## src/rtl/ugemm_rate_pkg.sv

```systemverilog
// Shared types and helpers for the rate-coded unary multiplier.
package ugemm_rate_pkg;

    typedef enum logic [1:0] {
        UMUL_IDLE = 2'd0,
        UMUL_RUN  = 2'd1,
        UMUL_DONE = 2'd2
    } umul_state_t;

    localparam int unsigned BITREV_MAX_W = 32;

    // Mirror the low w bits of v; bits at and above w come back as zero.
    function automatic logic [BITREV_MAX_W-1:0] bitrev(
        input logic [BITREV_MAX_W-1:0] v,
        input int unsigned             w
    );
        logic [BITREV_MAX_W-1:0] r;
        logic [4:0]              idx;
        r   = {BITREV_MAX_W{1'b0}};
        idx = 5'd0;
        for (int i = 0; i < int'(BITREV_MAX_W); i++) begin
            if (i < int'(w)) begin
                idx  = 5'(int'(w) - 1 - i);
                r[i] = v[idx];
            end else begin
                r[i] = 1'b0;
            end
        end
        return r;
    endfunction

endpackage

```

## src/rtl/umul_rate_rng_bitrev.sv

```systemverilog
// Enable-gated up counter with synchronous clear; publishes its bit-reversed low bits as the RNG value.
module rng_bitrev
    import ugemm_rate_pkg::*;
#(
    parameter int DATA_WIDTH = 8
) (
    input  logic                  clk,
    input  logic                  rst_n,
    input  logic                  clr,
    input  logic                  inc,
    output logic [DATA_WIDTH:0]   cnt,
    output logic [DATA_WIDTH-1:0] rev
);

    logic [DATA_WIDTH:0] cnt_r;

    // Counter state: clear wins over increment.
    always_ff @(posedge clk or negedge rst_n) begin
        if (!rst_n) begin
            cnt_r <= {(DATA_WIDTH+1){1'b0}};
        end else if (clr) begin
            cnt_r <= {(DATA_WIDTH+1){1'b0}};
        end else if (inc) begin
            cnt_r <= cnt_r + {{DATA_WIDTH{1'b0}}, 1'b1};
        end else begin
            cnt_r <= cnt_r;
        end
    end

    // Bit-reversed view spreads consecutive counts across the whole range.
    always_comb begin
        cnt = cnt_r;
        rev = DATA_WIDTH'(bitrev(BITREV_MAX_W'(cnt_r[DATA_WIDTH-1:0]), DATA_WIDTH));
    end

endmodule

```

## src/rtl/umul_rate.sv

```systemverilog
// Rate-coded unary multiplier: emits ~ifm*wght/2^DATA_WIDTH ones per MAC window, then pulses mac_done.
// Optional UMUL_EARLY_TERM_EN adds a cyc_len input that shortens the window (0 selects the full length).
module umul_rate
    import ugemm_rate_pkg::*;
#(
    parameter int DATA_WIDTH = 8
) (
    input  logic                  clk,
    input  logic                  rst_n,
    input  logic                  en,
    input  logic                  clr,
    input  logic                  start,
    input  logic [DATA_WIDTH-1:0] ifm,
    input  logic [DATA_WIDTH-1:0] wght,
`ifdef UMUL_EARLY_TERM_EN
    input  logic [DATA_WIDTH-1:0] cyc_len,
`endif
    output logic                  busy,
    output logic                  prod_bit,
    output logic                  mac_done
);

    localparam logic [DATA_WIDTH:0] FULL_LEN = {1'b1, {DATA_WIDTH{1'b0}}};
    localparam logic [DATA_WIDTH:0] ONE_CNT  = {{DATA_WIDTH{1'b0}}, 1'b1};

    umul_state_t           state_r;
    umul_state_t           state_s;
    logic [DATA_WIDTH-1:0] ifm_r;
    logic [DATA_WIDTH-1:0] wght_r;
    logic [DATA_WIDTH:0]   cnt_i_s;
    logic [DATA_WIDTH:0]   cnt_w_unused_s;
    logic [DATA_WIDTH-1:0] rev_i_s;
    logic [DATA_WIDTH-1:0] rev_w_s;
    logic [DATA_WIDTH:0]   len_s;
    logic                  run_s;
    logic                  can_load_s;
    logic                  load_s;
    logic                  step_s;
    logic                  last_s;
    logic                  ifm_bit_s;
    logic                  wght_bit_s;
    logic                  cnt_clr_s;
    logic                  inc_w_s;

    // Control decode; clr suppresses loads and steps so it alone decides the next edge.
    always_comb begin
        run_s      = (state_r == UMUL_RUN);
        can_load_s = (state_r == UMUL_IDLE) || (state_r == UMUL_DONE);
        load_s     = en & ~clr & start & can_load_s;
        step_s     = en & ~clr & run_s;
        ifm_bit_s  = (ifm_r > rev_i_s);
        wght_bit_s = (wght_r > rev_w_s);
        cnt_clr_s  = clr | load_s;
        inc_w_s    = step_s & ifm_bit_s;
        last_s     = (cnt_i_s == (len_s - ONE_CNT));
    end

`ifdef UMUL_EARLY_TERM_EN
    logic [DATA_WIDTH-1:0] cyc_len_r;

    // Window length is captured with the operands so it cannot change mid-window.
    always_ff @(posedge clk or negedge rst_n) begin
        if (!rst_n) begin
            cyc_len_r <= {DATA_WIDTH{1'b0}};
        end else if (load_s) begin
            cyc_len_r <= cyc_len;
        end else begin
            cyc_len_r <= cyc_len_r;
        end
    end

    // A zero length means a full 2^DATA_WIDTH window.
    always_comb begin
        if (cyc_len_r == {DATA_WIDTH{1'b0}}) begin
            len_s = FULL_LEN;
        end else begin
            len_s = {1'b0, cyc_len_r};
        end
    end
`else
    // Without early termination every window runs the full length.
    always_comb begin
        len_s = FULL_LEN;
    end
`endif

    // Operand registers, loaded only when a window is launched.
    always_ff @(posedge clk or negedge rst_n) begin
        if (!rst_n) begin
            ifm_r  <= {DATA_WIDTH{1'b0}};
            wght_r <= {DATA_WIDTH{1'b0}};
        end else if (load_s) begin
            ifm_r  <= ifm;
            wght_r <= wght;
        end else begin
            ifm_r  <= ifm_r;
            wght_r <= wght_r;
        end
    end

    rng_bitrev #(
        .DATA_WIDTH (DATA_WIDTH)
    ) u_rng_i (
        .clk   (clk),
        .rst_n (rst_n),
        .clr   (cnt_clr_s),
        .inc   (step_s),
        .cnt   (cnt_i_s),
        .rev   (rev_i_s)
    );

    // The weight RNG only advances on ifm ones, which decorrelates the two streams.
    rng_bitrev #(
        .DATA_WIDTH (DATA_WIDTH)
    ) u_rng_w (
        .clk   (clk),
        .rst_n (rst_n),
        .clr   (cnt_clr_s),
        .inc   (inc_w_s),
        .cnt   (cnt_w_unused_s),
        .rev   (rev_w_s)
    );

    // State register.
    always_ff @(posedge clk or negedge rst_n) begin
        if (!rst_n) begin
            state_r <= UMUL_IDLE;
        end else begin
            state_r <= state_s;
        end
    end

    // Next-state logic.
    always_comb begin
        state_s = state_r;
        if (clr) begin
            state_s = UMUL_IDLE;
        end else if (en) begin
            case (state_r)
                UMUL_IDLE: begin
                    if (start) begin
                        state_s = UMUL_RUN;
                    end else begin
                        state_s = UMUL_IDLE;
                    end
                end
                UMUL_RUN: begin
                    if (last_s) begin
                        state_s = UMUL_DONE;
                    end else begin
                        state_s = UMUL_RUN;
                    end
                end
                UMUL_DONE: begin
                    if (start) begin
                        state_s = UMUL_RUN;
                    end else begin
                        state_s = UMUL_IDLE;
                    end
                end
                default: begin
                    state_s = UMUL_IDLE;
                end
            endcase
        end else begin
            state_s = state_r;
        end
    end

    // Output decode from registered state and counters only.
    always_comb begin
        busy     = (state_r != UMUL_IDLE);
        mac_done = (state_r == UMUL_DONE);
        prod_bit = run_s & ifm_bit_s & wght_bit_s;
    end

endmodule

```

## config.mk

```make
export PLATFORM = sky130hd
export DESIGN_NAME = umul_rate
export DESIGN_NICKNAME = d
export VERILOG_FILES = /design/src/rtl/ugemm_rate_pkg.sv /design/src/rtl/umul_rate_rng_bitrev.sv /design/src/rtl/umul_rate.sv
export SDC_FILE = /design/constraint.sdc
export NUM_CORES = 1
export LEC_CHECK = 0
export ABC_AREA = 1
export BUFFER_PORTS_ARGS = -buffer_cell sky130_fd_sc_hd__buf_4
export CAP_MARGIN = 10
export CORE_UTILIZATION = 40
export CTS_BUF_LIST = sky130_fd_sc_hd__clkbuf_8 sky130_fd_sc_hd__clkbuf_16
export CTS_CLUSTER_SIZE = 10
export DETAILED_ROUTE_END_ITERATION = 16
export HOLD_SLACK_MARGIN = 0.06
export SLEW_MARGIN = 10
export SYNTH_ARGS = -nofsm -noshare
export SYNTH_HDL_FRONTEND = slang
export SYNTH_SLANG_ARGS = --single-unit
```

## constraint.sdc

```tcl
create_clock -name clk -period 2.7 [get_ports clk]
set_input_delay 0.675 -clock clk [delete_from_list [all_inputs] [get_ports clk]]
set_output_delay 0.675 -clock clk [all_outputs]
set_load 0.05 [all_outputs]
```

[Word level (Yosys, flattened, before mapping)]
Index checks and enable logic that the tools add are counted.
Storage, ports and cells
  register bits: 36
  output and inout port bits: 3
Operators by class
  add/sub/neg operators: 2
  order comparisons: 2
  equality and inequality tests: 3
  muxes and demuxes: 9
  bitwise gates (word level): 9
  reduce and logical (&&, ||, !) cells: 7
Operators by type and width (count)
  2-to-1 mux 9 bit: 4
  adder 9 x 1 -> 9 bit (second input constant): 2
  greater-than comparator 8 bit: 2
  == test 9 x 8 -> 1 bit (second input constant): 1
  nonzero test 2 bit: 4
  AND 1 bit: 7
  2-to-1 mux 2 bit: 3
  case mux 2 bit (2 select lines): 1
  == test 2 x 1 -> 1 bit (second input constant): 1
  == test 2 bit (second input constant): 1
  zero test 2 bit: 1
  OR reduction 2 bit: 1
  logical OR 1 bit: 1
  2-to-1 mux 1 bit: 1
  inverter 1 bit: 1
  OR 1 bit: 1

[Depth between registers and ports, before layout]
  depth after elaboration: 6
  mapped depth: 13
  depth with buffers taken out: 13

[Cells and area by module]
Synthesis repeated with hierarchy kept, for this count alone.
Second synthesis, totals
  cell total of the unflattened synthesis: 287
  area, all modules: 2379.8 um^2
Modules (own cells, without submodules)
  umul_rate: instances 1, cells each 137, area an instance 1246.2 um^2
  rng_bitrev: instances 2, cells each 75, area an instance 566.8 um^2

[Worst setup path before layout]
Ideal clock, no wire load.
  path type: reg-to-output
  start: register u_rng_w.cnt_r[4], in the netlist u_rng_w.cnt[4]
  end: output prod_bit
  arrival time: 1756 ps
  setup slack: 269 ps
  cell stages (with the launch flop): 9
  buffers on the path: 0
  cell sequence: dfrtp_1 -> inv_1 -> ha_1 -> nand2_1 -> o21ai_0 -> nand2_1 -> o211ai_1 -> nand2_1 -> nor2_1
On the way
  word-level cells in the longest chain between the ends: 2
RTL lines
  start: declaration: line umul_rate_rng_bitrev.sv:15  | logic [DATA_WIDTH:0] cnt_r;
  start signal: assignment: line umul_rate_rng_bitrev.sv:20  | cnt_r <= {(DATA_WIDTH+1){1'b0}};
  start signal: assignment: line umul_rate_rng_bitrev.sv:22  | cnt_r <= {(DATA_WIDTH+1){1'b0}};
  start signal: assignment: line umul_rate_rng_bitrev.sv:24  | cnt_r <= cnt_r + {{DATA_WIDTH{1'b0}}, 1'b1};
  greater-than comparator 8 bit: line umul_rate.sv:52  | wght_bit_s = (wght_r > rev_w_s);
  AND 1 bit: line umul_rate.sv:174  | prod_bit = run_s & ifm_bit_s & wght_bit_s;
  end: declaration: line umul_rate.sv:19  | output logic prod_bit,
No other way between the ends.

[Final worst setup path]
Ends and elaborated chain as after synthesis.

==> summary.json <==
{
  "syn2layout_area_growth_pct": 15.9,
  "synth_cell_type_count": 27,
  "m1WireLength_mm": 2.14,
  "holdBufCountCts": 0,
  "max-slew-margin-rel_pct": 70.7,
  "status": "finished clean",
  "area_share_of_and_or_nand_nor_cells_after_synthesis_pct": 30.8,
  "average_instance_area_after_synthesis_sq_um": 7.89,
  "die_width_um": 74.2,
  "critPathLaunchType": "flip-flop",
  "synth_mux_area_share_pct": 0,
  "synth_top_area_cell": "sky130_fd_sc_hd__dfrtp_1",
  "cp_max_fo": 4,
  "clock_insertion_delay_worst_skew_ps": 290,
  "met2RoutedLength_mm": 1.79,
  "final_nets": 332,
  "vias_per_cell": 4.71,
  "synth_top_family_by_area": "simple AND/OR/NAND/NOR gates",
  "regToRegSetupSlack_ps": 980,
  "mappedNetlistNets": 304,
  "die_outline_area_sq_um": 5500,
  "io-pin-count": 24,
  "slew_violations": 0,
  "insertedDiodeCount": 0,
  "fin_hold_ws_ps": 323,
  "cts_tree": "done",
  "instance_count_of_the_mapped_netlist": 264,
  "synth_compound_area_share_pct": 6.73,
  "rr_endpoint": "u_rng_w.cnt[3]$_DFFE_PN0P_",
  "fill_cells": 514,
  "final.setup.tns_ps": 0,
  "detailedPlacementHpwl_mm": 3.00,
  "initial_cell_density_of_the_core_pct": 42.7,
  "clkSlewWorstSetupHoldPaths_ps": 70,
  "avgRoutedWirePerCell_um": 11.5,
  "globalRoute.totalOverflow": 0,
  "footprint_of_the_multi_input_gates_sq_um": 1060,
  "drtIter0Drc": 105,
  "setup_repair_after_global_routing_missed_its_margin": "no",
  "layout_cell_share_with_drive_strength_beyond_1_pct": 15.7,
  "hp-class": "in -> async",
  "drt_first_pass_iters": 4,
  "power_per_cell_area_nw_per_um2": 536,
  "gp_congestion": 0.837,
  "tritoncts_num_sinks": 35,
  "clock.fmax_ghz": 0.395,
  "final.setup_skew_ps": 8.60,
  "detail_route.drc_violations": 0,
  "port_buffers": 23,
  "rows": 25,
  "synth-warning-count": 0,
  "cp-end-kind": "primary output",
  "timing_worst_setup_path_type": "reg -> out",
  "h-tree-depth": 2,
  "post_dp_cell_area_sq_um": 2320,
  "grt_first_pass_wirelength_mm": 7.48,
  "clock_tree.buffer_depth": 2,
  "route.antenna.remaining_nets": 0,
  "netlist_area_sq_um": 2080,
  "final_cycle_utilization_of_the_critical_path_pct": 93.7,
  "power.static_leakage_nw": 1.26,
  "synth_largest_type_area_fraction_pct": 42.0,
  "worst_slack_at_placement_ps": 449,
  "post_synth_main_area_contributors": "sky130_fd_sc_hd__dfrtp_1 42%, sky130_fd_sc_hd__nand2_1 17%, sky130_fd_sc_hd__ha_1 11%",
  "r2r_cells": 9,
  "clockRootBuffer": "sky130_fd_sc_hd__clkbuf_8",
  "fin_crit_ps": 2530,
  "via_count": 1694,
  "tightest_pin_transition_ps": 440,
  "route.final.wire_length_mm": 4.13,
  "synthXorXnorAreaFrac_pct": 1.68,
  "grt_start_max_net_pins": 36,
  "first_global_vias": 1706,
  "cts_inserted_buffers": 5,
  "fp.dieH_um": 74.2,
  "power.ir.vdd_worst_v": 0.000344,
  "synth_seq_area_share_pct": 42.0,
  "antenna_found_initial": 0,
  "crit_arrival_ps": 1860,
  "grt_util_all_layers_pct": 18.3,
  "max-cap-violations": 0,
  "postSynthRegisterBits": 35,
  "yosys.area_share.adder_pct": 11.4,
  "top_signal_layer_used": "met4",
  "timing.rr.start": "u_rng_i.cnt[3]$_DFFE_PN0P_",
  "worst_setup_path_startpoint": "u_rng_w.cnt[4]$_DFFE_PN0P_",
  "timing.critical_path.required_ps": 2030,
  "finalCoreUtilization_pct": 49.5,
  "report.final.hold_viol_count": 0,
  "final_area_sq_um": 2410,
  "fp.coreArea_sq_um": 4880,
  "post-route-worst-setup-slack_ps": 169,
  "final-setup-viol-count": 0,
  "met3_length_um": 132,
  "sequential_cell_area_sq_um": 876
}
## cells in the mapped netlist (all sizes together)
cell type	n
a21o	1
a21oi	10
buf	3
dfrtp	35
ha	19
inv	33
nand2	97
nand3	15
nand4	5
nor2	19
nor3	7
o211ai	1
o21ai	12
o221ai	1
o22ai	1
or2	1
xor2	4
## worst max-delay path, stage by stage (launching register included)
cell and delay [ps]:
sky130_fd_sc_hd__dfrtp_1 390, sky130_fd_sc_hd__inv_1 90, sky130_fd_sc_hd__ha_1 300, sky130_fd_sc_hd__nand2_1 70, sky130_fd_sc_hd__o21ai_0 170, sky130_fd_sc_hd__nand2_1 70
sky130_fd_sc_hd__o211ai_1 90, sky130_fd_sc_hd__nand2_1 90, sky130_fd_sc_hd__nor2_2 130, sky130_fd_sc_hd__buf_6 180
## final cells by class
cell class	count	area share (%)
multi-input cells	193	43.8
flip-flops and latches	35	36.3
repair buffers	24	7.62
inverters	33	5.44
well taps	67	3.47
clock buffers	5	2.85
clock inverters	3	0.518
## cell families (layout without fill, tap and decap cells)
group / after synthesis / after routing
and+or+nand+nor: 144 / 144
buffers and inverters: 36 / 65
DFF: 35 / 35
AOI/OAI and AO/OA: 26 / 26
adders and majority gates: 19 / 19
xor gates and xnor gates: 4 / 4
## metrics by stage
stage / total power, W / instances
after global placement: 0.000933 / 351
after global routing: 0.00140 / 360
after CTS: 0.00131 / 359
final: 0.00129 / 360
after detailed placement: 0.000941 / 351
after floorplan: 0.000848 / 264
## metal layers
metal	GRT usage, %	vias up
met4	7.26	0
met2	28.2	29
met1	24.7	761
met3	4.47	6
li1	-	898
met5	0	-
## state kept, by name, summed over array words and instances, names as in the netlist
register and flops:
u_rng_i.cnt 9, wght_r 8, ifm_r 8, u_rng_w.cnt 8
state_r 2
## where the power goes
group / leakage, nW / internal, W / switching, W / total (W)
Combinational: 0.747 / 0.000130 / 0.000182 / 0.000312
Sequential: 0.462 / 0.000582 / 0.0000382 / 0.000620
Clock: 0.0505 / 0.000173 / 0.000187 / 0.000361
## worst max path at each step
stage,to,slack (ps)
6_report,prod_bit,170
5_1_grt,prod_bit,30
4_1_cts,prod_bit,130
3_5_place_dp,prod_bit,450
3_3_place_gp,prod_bit,510
2_1_floorplan,prod_bit,270
## what timing repair did
action / CTS / global route
gates resized for setup: 0 / 2
hold endpoints to repair: 0 / 0
endpoints found under the setup margin: 0 / 1
buffers inserted: 0 / 1
## cells in the final DEF, fill, tap and decap left out, types with 2 or more instances in the layout
cell	instances
sky130_fd_sc_hd__a21oi_1	10
sky130_fd_sc_hd__buf_4	23
sky130_fd_sc_hd__clkbuf_8	5
sky130_fd_sc_hd__dfrtp_1	35
sky130_fd_sc_hd__ha_1	19
sky130_fd_sc_hd__inv_1	30
sky130_fd_sc_hd__inv_2	2
sky130_fd_sc_hd__inv_4	3
sky130_fd_sc_hd__nand2_1	93
sky130_fd_sc_hd__nand2_2	2
sky130_fd_sc_hd__nand2_4	2
sky130_fd_sc_hd__nand3_1	14
sky130_fd_sc_hd__nand4_1	5
sky130_fd_sc_hd__nor2_1	16
sky130_fd_sc_hd__nor3_1	5
sky130_fd_sc_hd__nor3_2	2
sky130_fd_sc_hd__o21ai_0	11
sky130_fd_sc_hd__xor2_1	4
No activity file was read; power rests on OpenSTA's default activity.
